<file path="src/rtl/mac_pkg.sv">
// Shared opcode, state and width definitions for the MAC operand sequencer.
package mac_pkg;

  localparam int DEFAULT_DATA_WIDTH = 16;

  // MAC opcodes as seen on mac_control.
  typedef enum logic [1:0] {
    MAC_HOLD  = 2'b00,
    MAC_CLEAR = 2'b01,
    MAC_LOAD  = 2'b10,
    MAC_ACC   = 2'b11
  } mac_op_e;

  // Sequencer control states.
  typedef enum logic [1:0] {
    ST_IDLE  = 2'b00,
    ST_RUN   = 2'b01,
    ST_DRAIN = 2'b10,
    ST_DONE  = 2'b11
  } seq_state_e;

endpackage

</file>
<file path="src/rtl/mac_addr_gen.sv">
// Address generator: latches stride and tap count at job accept, then walks
// the coefficient address by 1 and the sample address by the stride per tap.
module mac_addr_gen #(
  parameter int ADDR_WIDTH = 9,
  parameter int CNT_WIDTH  = 6
) (
  input  logic                  clock,
  input  logic                  reset,
  input  logic                  load,
  input  logic                  advance,
  input  logic [CNT_WIDTH-1:0]  tap_count,
  input  logic [ADDR_WIDTH-1:0] coef_base,
  input  logic [ADDR_WIDTH-1:0] samp_base,
  input  logic [ADDR_WIDTH-1:0] samp_stride,
  output logic [ADDR_WIDTH-1:0] coef_addr,
  output logic [ADDR_WIDTH-1:0] samp_addr,
  output logic                  last_tap
);

  logic [ADDR_WIDTH-1:0] coef_addr_reg;
  logic [ADDR_WIDTH-1:0] samp_addr_reg;
  logic [ADDR_WIDTH-1:0] stride_reg;
  logic [CNT_WIDTH-1:0]  last_idx_reg;
  logic [CNT_WIDTH-1:0]  tap_idx_reg;

  // Load bases on accept, step both accumulators on each further tap issue.
  // Address arithmetic wraps naturally at ADDR_WIDTH bits.
  always_ff @(posedge clock) begin
    if (reset) begin
      coef_addr_reg <= '0;
      samp_addr_reg <= '0;
      stride_reg    <= '0;
      last_idx_reg  <= '0;
      tap_idx_reg   <= '0;
    end else if (load) begin
      coef_addr_reg <= coef_base;
      samp_addr_reg <= samp_base;
      stride_reg    <= samp_stride;
      // For N=0 this wraps, but the FSM never consults last_tap in that case.
      last_idx_reg  <= tap_count - 1'b1;
      tap_idx_reg   <= '0;
    end else if (advance) begin
      coef_addr_reg <= coef_addr_reg + 1'b1;
      samp_addr_reg <= samp_addr_reg + stride_reg;
      tap_idx_reg   <= tap_idx_reg + 1'b1;
    end
  end

  assign coef_addr = coef_addr_reg;
  assign samp_addr = samp_addr_reg;
  assign last_tap  = (tap_idx_reg == last_idx_reg);

endmodule

</file>
<file path="src/rtl/mac_sequencer.sv">
// Dot-product sequencer: issues N taps of coefficient/sample reads, drives the
// MAC opcode aligned with returning read data, and captures the accumulator.
module mac_sequencer
  import mac_pkg::*;
#(
  parameter int DATA_WIDTH = DEFAULT_DATA_WIDTH,
  parameter int ADDR_WIDTH = 9,
  parameter int CNT_WIDTH  = 6
) (
  input  logic                  clock,
  input  logic                  reset,
  input  logic                  start,
  input  logic [CNT_WIDTH-1:0]  tap_count,
  input  logic [ADDR_WIDTH-1:0] coef_base,
  input  logic [ADDR_WIDTH-1:0] samp_base,
  input  logic [ADDR_WIDTH-1:0] samp_stride,
  output logic                  busy,
  output logic [ADDR_WIDTH-1:0] coef_addr,
  output logic [ADDR_WIDTH-1:0] samp_addr,
  output logic                  coef_rd_en,
  output logic                  samp_rd_en,
  input  logic [DATA_WIDTH-1:0] coef_rdata,
  input  logic [DATA_WIDTH-1:0] samp_rdata,
  output logic [1:0]            mac_control,
  output logic [DATA_WIDTH-1:0] mac_data_a,
  output logic [DATA_WIDTH-1:0] mac_data_b,
  input  logic [DATA_WIDTH-1:0] mac_acc_out,
  output logic [DATA_WIDTH-1:0] result,
  output logic                  result_valid,
  input  logic                  result_ready
);

  seq_state_e state_reg;
  seq_state_e state_next;

  logic accept;
  logic advance;
  logic capture;
  logic last_tap;
  logic zero_taps;

  logic                  rd_en_reg;
  mac_op_e               op_pipe_reg;      // opcode of the tap issued this cycle
  mac_op_e               mac_control_reg;  // same opcode, one cycle later
  logic                  drain_wait_reg;
  logic [DATA_WIDTH-1:0] result_reg;

  assign zero_taps = (tap_count == '0);

  mac_addr_gen #(
    .ADDR_WIDTH (ADDR_WIDTH),
    .CNT_WIDTH  (CNT_WIDTH)
  ) u_addr_gen (
    .clock       (clock),
    .reset       (reset),
    .load        (accept),
    .advance     (advance),
    .tap_count   (tap_count),
    .coef_base   (coef_base),
    .samp_base   (samp_base),
    .samp_stride (samp_stride),
    .coef_addr   (coef_addr),
    .samp_addr   (samp_addr),
    .last_tap    (last_tap)
  );

  // State register.
  always_ff @(posedge clock) begin
    if (reset) state_reg <= ST_IDLE;
    else       state_reg <= state_next;
  end

  // Next-state logic and per-cycle strobes for the datapath.
  always_comb begin
    state_next = state_reg;
    accept     = 1'b0;
    advance    = 1'b0;
    capture    = 1'b0;
    unique case (state_reg)
      ST_IDLE: begin
        if (start) begin
          accept     = 1'b1;
          state_next = zero_taps ? ST_DRAIN : ST_RUN;
        end
      end
      ST_RUN: begin
        if (last_tap) state_next = ST_DRAIN;
        else          advance    = 1'b1;
      end
      ST_DRAIN: begin
        // Second DRAIN cycle: the last opcode has reached the accumulator.
        if (!drain_wait_reg) begin
          capture    = 1'b1;
          state_next = ST_DONE;
        end
      end
      ST_DONE: begin
        if (result_ready) begin
          if (start) begin
            accept     = 1'b1;
            state_next = zero_taps ? ST_DRAIN : ST_RUN;
          end else begin
            state_next = ST_IDLE;
          end
        end
      end
      default: state_next = ST_IDLE;
    endcase
  end

  // Read enable, opcode delay stage, drain timer and result capture.
  always_ff @(posedge clock) begin
    if (reset) begin
      rd_en_reg       <= 1'b0;
      op_pipe_reg     <= MAC_HOLD;
      mac_control_reg <= MAC_HOLD;
      drain_wait_reg  <= 1'b0;
      result_reg      <= '0;
    end else begin
      mac_control_reg <= op_pipe_reg;
      op_pipe_reg     <= MAC_HOLD;
      if (accept) begin
        drain_wait_reg <= 1'b1;
        if (zero_taps) begin
          // No taps: clear directly so the captured result is zero.
          rd_en_reg       <= 1'b0;
          mac_control_reg <= MAC_CLEAR;
        end else begin
          rd_en_reg   <= 1'b1;
          op_pipe_reg <= MAC_LOAD;
        end
      end else if (state_reg == ST_RUN) begin
        if (advance) begin
          rd_en_reg   <= 1'b1;
          op_pipe_reg <= MAC_ACC;
        end else begin
          rd_en_reg      <= 1'b0;
          drain_wait_reg <= 1'b1;
        end
      end else if (state_reg == ST_DRAIN) begin
        drain_wait_reg <= 1'b0;
      end
      if (capture) result_reg <= mac_acc_out;
    end
  end

  assign busy         = (state_reg != ST_IDLE);
  assign result_valid = (state_reg == ST_DONE);
  assign result       = result_reg;
  assign coef_rd_en   = rd_en_reg;
  assign samp_rd_en   = rd_en_reg;
  assign mac_control  = mac_control_reg;
  assign mac_data_a   = coef_rdata;
  assign mac_data_b   = samp_rdata;

endmodule

</file>
<file path="config.mk">
export PLATFORM = sky130hd
export DESIGN_NAME = mac_sequencer
export DESIGN_NICKNAME = d
export VERILOG_FILES = /design/src/rtl/mac_pkg.sv /design/src/rtl/mac_addr_gen.sv /design/src/rtl/mac_sequencer.sv
export SDC_FILE = /design/constraint.sdc
export NUM_CORES = 1
export LEC_CHECK = 0
export CORE_ASPECT_RATIO = 1.1
export CORE_MARGIN = 2
export CORE_UTILIZATION = 45
export CTS_BUF_LIST = sky130_fd_sc_hd__clkbuf_16
export CTS_CLUSTER_DIAMETER = 120
export DETAILED_ROUTE_END_ITERATION = 12
export MAX_ROUTING_LAYER = met4
export PLACE_DENSITY = 0.87
export REMOVE_ABC_BUFFERS = 1
export SLEW_MARGIN = 25
export SYNTH_ARGS = -nofsm -noshare
export SYNTH_HDL_FRONTEND = slang
export SYNTH_SLANG_ARGS = --single-unit
</file>
<file path="constraint.sdc">
create_clock -name clock -period 5.3 [get_ports clock]
set_input_delay 0.53 -clock clock [delete_from_list [all_inputs] [get_ports clock]]
set_output_delay 0.53 -clock clock [all_outputs]
set_load 0.1 [all_outputs]
</file>
======== After elaboration in Yosys (flattened, before gate mapping) ========
Cells that the tools add are included.
operators by class
  add/subtract/negate cells ............... 4
  equal/unequal tests ..................... 9
  muxes and demuxes ....................... 32
  reduce and logical (&&, ||, !) cells .... 9
operators with widths
  operator                                                                  number
  9-bit 2-to-1 mux                                                          4
  2-bit 2-to-1 mux                                                          12
  1-bit 2-to-1 mux                                                          14
  9-bit by 1-bit adder with 9-bit output (second input constant)            1
  9-bit adder                                                               1
  2-bit one-hot mux with 4 select lines                                     1
  6-bit by 1-bit adder with 6-bit output (second input constant)            1
  6-bit equality test                                                       1
  6-bit zero test                                                           1
  2-bit inequality test (second input constant)                             3
  2-bit nonzero test                                                        3
  6-bit by 1-bit subtractor with 6-bit output (second input constant)       1
  2-bit equality test (second input constant)                               2
  4-bit AND reduction                                                       1
  3-bit inequality test (second input constant)                             1
  3-bit nonzero test                                                        1
  2-bit by 1-bit equality test with 1-bit output (second input constant)    1
  2-bit zero test                                                           1
  2-bit by 1-bit inequality test with 1-bit output (second input constant)  1
  1-bit one-hot mux with 2 select lines                                     1
  2-bit AND reduction                                                       1
  2-bit OR reduction                                                        1
storage, ports and cells
  flip-flop bits (word level) ............. 63
  output and inout port bits .............. 72
  word-level logic and storage cells ...... 65

======== Depth between registers and ports, before layout ========
  word-level depth ........................ 6
  mapped depth ............................ 9
  mapped depth without buffers ............ 9

======== Modules after synthesis ========
From an unflattened synthesis, not the netlist that was laid out.
unflattened totals
  cell total of the unflattened synthesis .. 388
  area, all modules ....................... 3347.0 um^2
modules (own cells, without submodules)
  module         times used  cells an instance  area each (um^2)
  mac_addr_gen   1           233                2049.5
  mac_sequencer  1           155                1297.5

======== Least setup slack after synthesis ========
OpenSTA, ideal clock, no wires.
  path type ............................... reg2reg
  start ................................... reg u_addr_gen.samp_addr_reg[0], in the netlist u_addr_gen.samp_addr[0]
  end ..................................... reg u_addr_gen.samp_addr_reg[8], in the netlist u_addr_gen.samp_addr[8]
  library setup time ...................... 0.091 ns
  data arrival time ....................... 2.766 ns
  data required time ...................... 5.209 ns
  setup slack ............................. 2.443 ns
  cell stages (with the launch flop) ...... 10
  path buffers ............................ 0
  period minus slack after synthesis ...... 2.857 ns
  path through ............................ dfxtp_1 ha_1 inv_1 fa_1 nand2b_1 a21oi_2 o22ai_1 xor2_1 or3_1 a311oi_1
on the way
  longest elaborated chain between the ends .. 3
RTL lines
  element                   line                text
  start: declaration        mac_addr_gen.sv:21  logic [ADDR_WIDTH-1:0] samp_addr_reg;
  start signal: assignment  mac_addr_gen.sv:37  samp_addr_reg <= samp_base;
  start signal: assignment  mac_addr_gen.sv:44  samp_addr_reg <= samp_addr_reg + stride_reg;
  9-bit adder               mac_addr_gen.sv:44
  9-bit 2-to-1 mux          mac_addr_gen.sv:42  end else if (advance) begin
  9-bit 2-to-1 mux          mac_addr_gen.sv:35  end else if (load) begin
No other way between the ends. The select of a mux whose other input is x is not followed.
A chain may end at the register's enable or synchronous reset.

======== Worst setup path in the final report ========
  start ................................... reg state_reg[0]
  end ..................................... out busy
on the way
  longest elaborated chain between the ends .. 1
RTL lines
  element                   line                  text
  start: declaration        mac_sequencer.sv:33   seq_state_e state_reg;
  start signal: assignment  mac_sequencer.sv:70   else state_reg <= state_next;
  2-bit nonzero test        mac_sequencer.sv:147  assign busy = (state_reg != ST_IDLE);
  end: declaration          mac_sequencer.sv:17   output logic busy,
No other way between the ends.

==> run summary <==
fin area = 4280 um2
drt drc = 9
Area contributors post-synth = dfxtp_1 38%, nand2_1 9.2%, buf_4 7.7%
startpoint types = flip-flop
H-tree depth = 3
CP required = 4.77 ns
Worst VDD drop = 0.328 mV
CTS tree = built
All-Layer GR Usage = 0.210
status = complete, but fails checks
Avg WL per Cell = 15.0 um
RSZ-0062 raised after global routing = false
power density cells = 632 nW/um2
Final Hold Viols = 0
Filler cells = 629
Final GP Congestion = 0.840
synth cell count leaders = 81 x nand2_1, 63 x dfxtp_1, 39 x a21oi_1
#FFs+latches synth = 63
Overflow after GRT = 0
Max-cap violations = 0
non-filler cells, final = 547
Nets = 562
Clock Sinks = 63
syn_area_per_cell = 8.18 um2
Yosys warning count = 0
failing checks = DRC
CP max-delay cell = clkdlybuf4s50_1
slew margin rel. = 0.330
Placed Cells = 533
Max Clock Skew = 0.00965 ns
io pins = 157
CP Cell Sequence = inv_1 -> ha_1 -> inv_1 -> clkdlybuf4s50_1
Crit. End Element = output pin
Slew Viols, Final = 0
area of the core = 7090 um2
number of synthesized flops with an enable pin = 0
maximum clock path buffer count = 2
Die Area = 8070 um2
Post-synth ARST share = 0
max reg flops = 16
crit path time final = 2.79 ns
sequential share of the synthesized area = 0.381
kind of critical path = flip-flop to output pin
PostCTS Resize Cnt = 0
hold buffers post-CTS = 0
Worst Path Arrival = 2.26 ns
worst skew pair latency = 0.32 ns
largest net degree at the start of global routing = 47
row cnt = 32
port bufs = 92
global-route wire length before repair = 12900 um
Gate Count Post-Synth = 405
initial antenna violation count = 0
buffer count from post-CTS setup fixing = 0
TritonRoute pass-1 iters = 8
final setup fails = 0
Distinct cells, synth = 42
largest area contributor in the netlist = dfxtp_1
hpwl dp = 5960 um
initial drt markers = 143
initial core utilization = 0.468
ANT nets after route = 0
most used cell, CP = inv_1
Placed Area = 4030 um2
Worst Hold Class = flip-flop to flip-flop
fin util = 0.603
synth-to-layout area growth = 29.0%
fmax = 358 MHz
CTS root buffer = clkbuf_16
layout cells sized above 1 = 0.0433
vias in the first global route = 2827
Routed WL = 8210 um
Setup TNS = 0 ns
crit-path max FO = 4
Pwr Total = 2.70 mW
Pleak = 1.61 nW
Final period util = 0.527
synthesized area = 3310 um2
Num CTS Buffers = 9
die height = 94.0 um
dominant synthesized flop cell = dfxtp_1
clock slew at reported path FFs = 0.05 ns
Die Span X = 85.8 um
CP max stage delay = 1.14 ns
worst slew pin tran = 1.00 ns
Vias/cell = 5.32
count leader, synth = nand2_1
Vias = 2912
Ant. Diodes = 0
post-synth top area share = 0.381
[report_power, final]
| group | internal, mW | leakage [nW] | switching (mW) | total (mW) |
|---|---|---|---|---|
| combinational | 0.416 | 0.967 | 1.07 | 1.49 |
| clock | 0.302 | 0.129 | 0.188 | 0.490 |
| sequential | 0.613 | 0.515 | 0.112 | 0.725 |
[worst max-delay path, delay by kind of cell (launching register included)]
family / cells / cell delay, ns
buffers and inverters: 3 / 1.32
adders and majority gates: 1 / 0.22
DFF: 1 / 0.39
[final timing paths]
path	start	to	slack [ns]	cells after the start
worst min-delay path	op_pipe_reg[1]	mac_control[1]	0.41	2
worst min register to register	op_pipe_reg[1]	mac_control[1]	0.41	2
worst max-delay path	state_reg[0]	busy	2.51	4
worst max register to register	state_reg[0]	u_addr_gen.samp_addr[7]	2.86	6
[layout make-up]
cell class | count | area (um2) | area share
Sequential cell | 63 | 1260 | 0.295
Timing Repair Buffer | 95 | 943 | 0.221
Tap cell | 85 | 106 | 0.0249
Multi-Input combinational cell | 277 | 1670 | 0.391
Clock inverter | 5 | 20.0 | 0.00468
Clock buffer | 9 | 225 | 0.0527
Inverter | 13 | 48.8 | 0.0114
[routing by layer]
layer,wire (um),GRT usage,up-vias
li1,-,-,1448
met1,3610,0.247,1332
met2,3750,0.322,125
met3,761,0.0923,7
met4,97,0.0714,0
met5,0,-,-
[placed cells by master, fill, tap and decap left out, types with 2 or more instances in the layout]
cell type        instances
mux2i_1                  2
a31oi_1                  2
clkdlybuf4s50_1         92
and3_1                   3
inv_1                   15
clkinv_1                 2
ha_1                    17
o211a_1                  3
xor2_1                  12
nor3_1                   2
a21oi_1                 39
nand4_1                  3
dfxtp_1                 63
o221ai_1                 2
a311oi_1                 7
o21ai_0                 10
nand3_1                  6
buf_4                    3
o22ai_1                  4
nor2_1                  35
xnor2_1                 15
a21o_1                   2
clkbuf_16                9
a211oi_1                10
nand2_1                 81
nand2b_1                 5
[logic make-up (layout without fill, tap and decap cells)]
family | count (synthesis) | after routing | share of synthesized area
flops | 63 | 63 | 0.381
simple gates | 141 | 141 | 0.180
buf+inv | 65 | 122 | 0.116
fa+ha+maj | 18 | 18 | 0.0702
mux | 2 | 2 | 0.00604
xor+xnor | 27 | 27 | 0.0714
compound gates | 89 | 89 | 0.176
[through the flow]
stage               worst slack, ns  hold slack, ns
finish                         2.51           0.409
global route                   2.44           0.452
CTS                            2.51           0.415
detailed placement             2.56           0.407
global placement               2.69           0.401
floorplan                      2.44           0.394
Note: power is estimated with default switching activity, not from simulation.
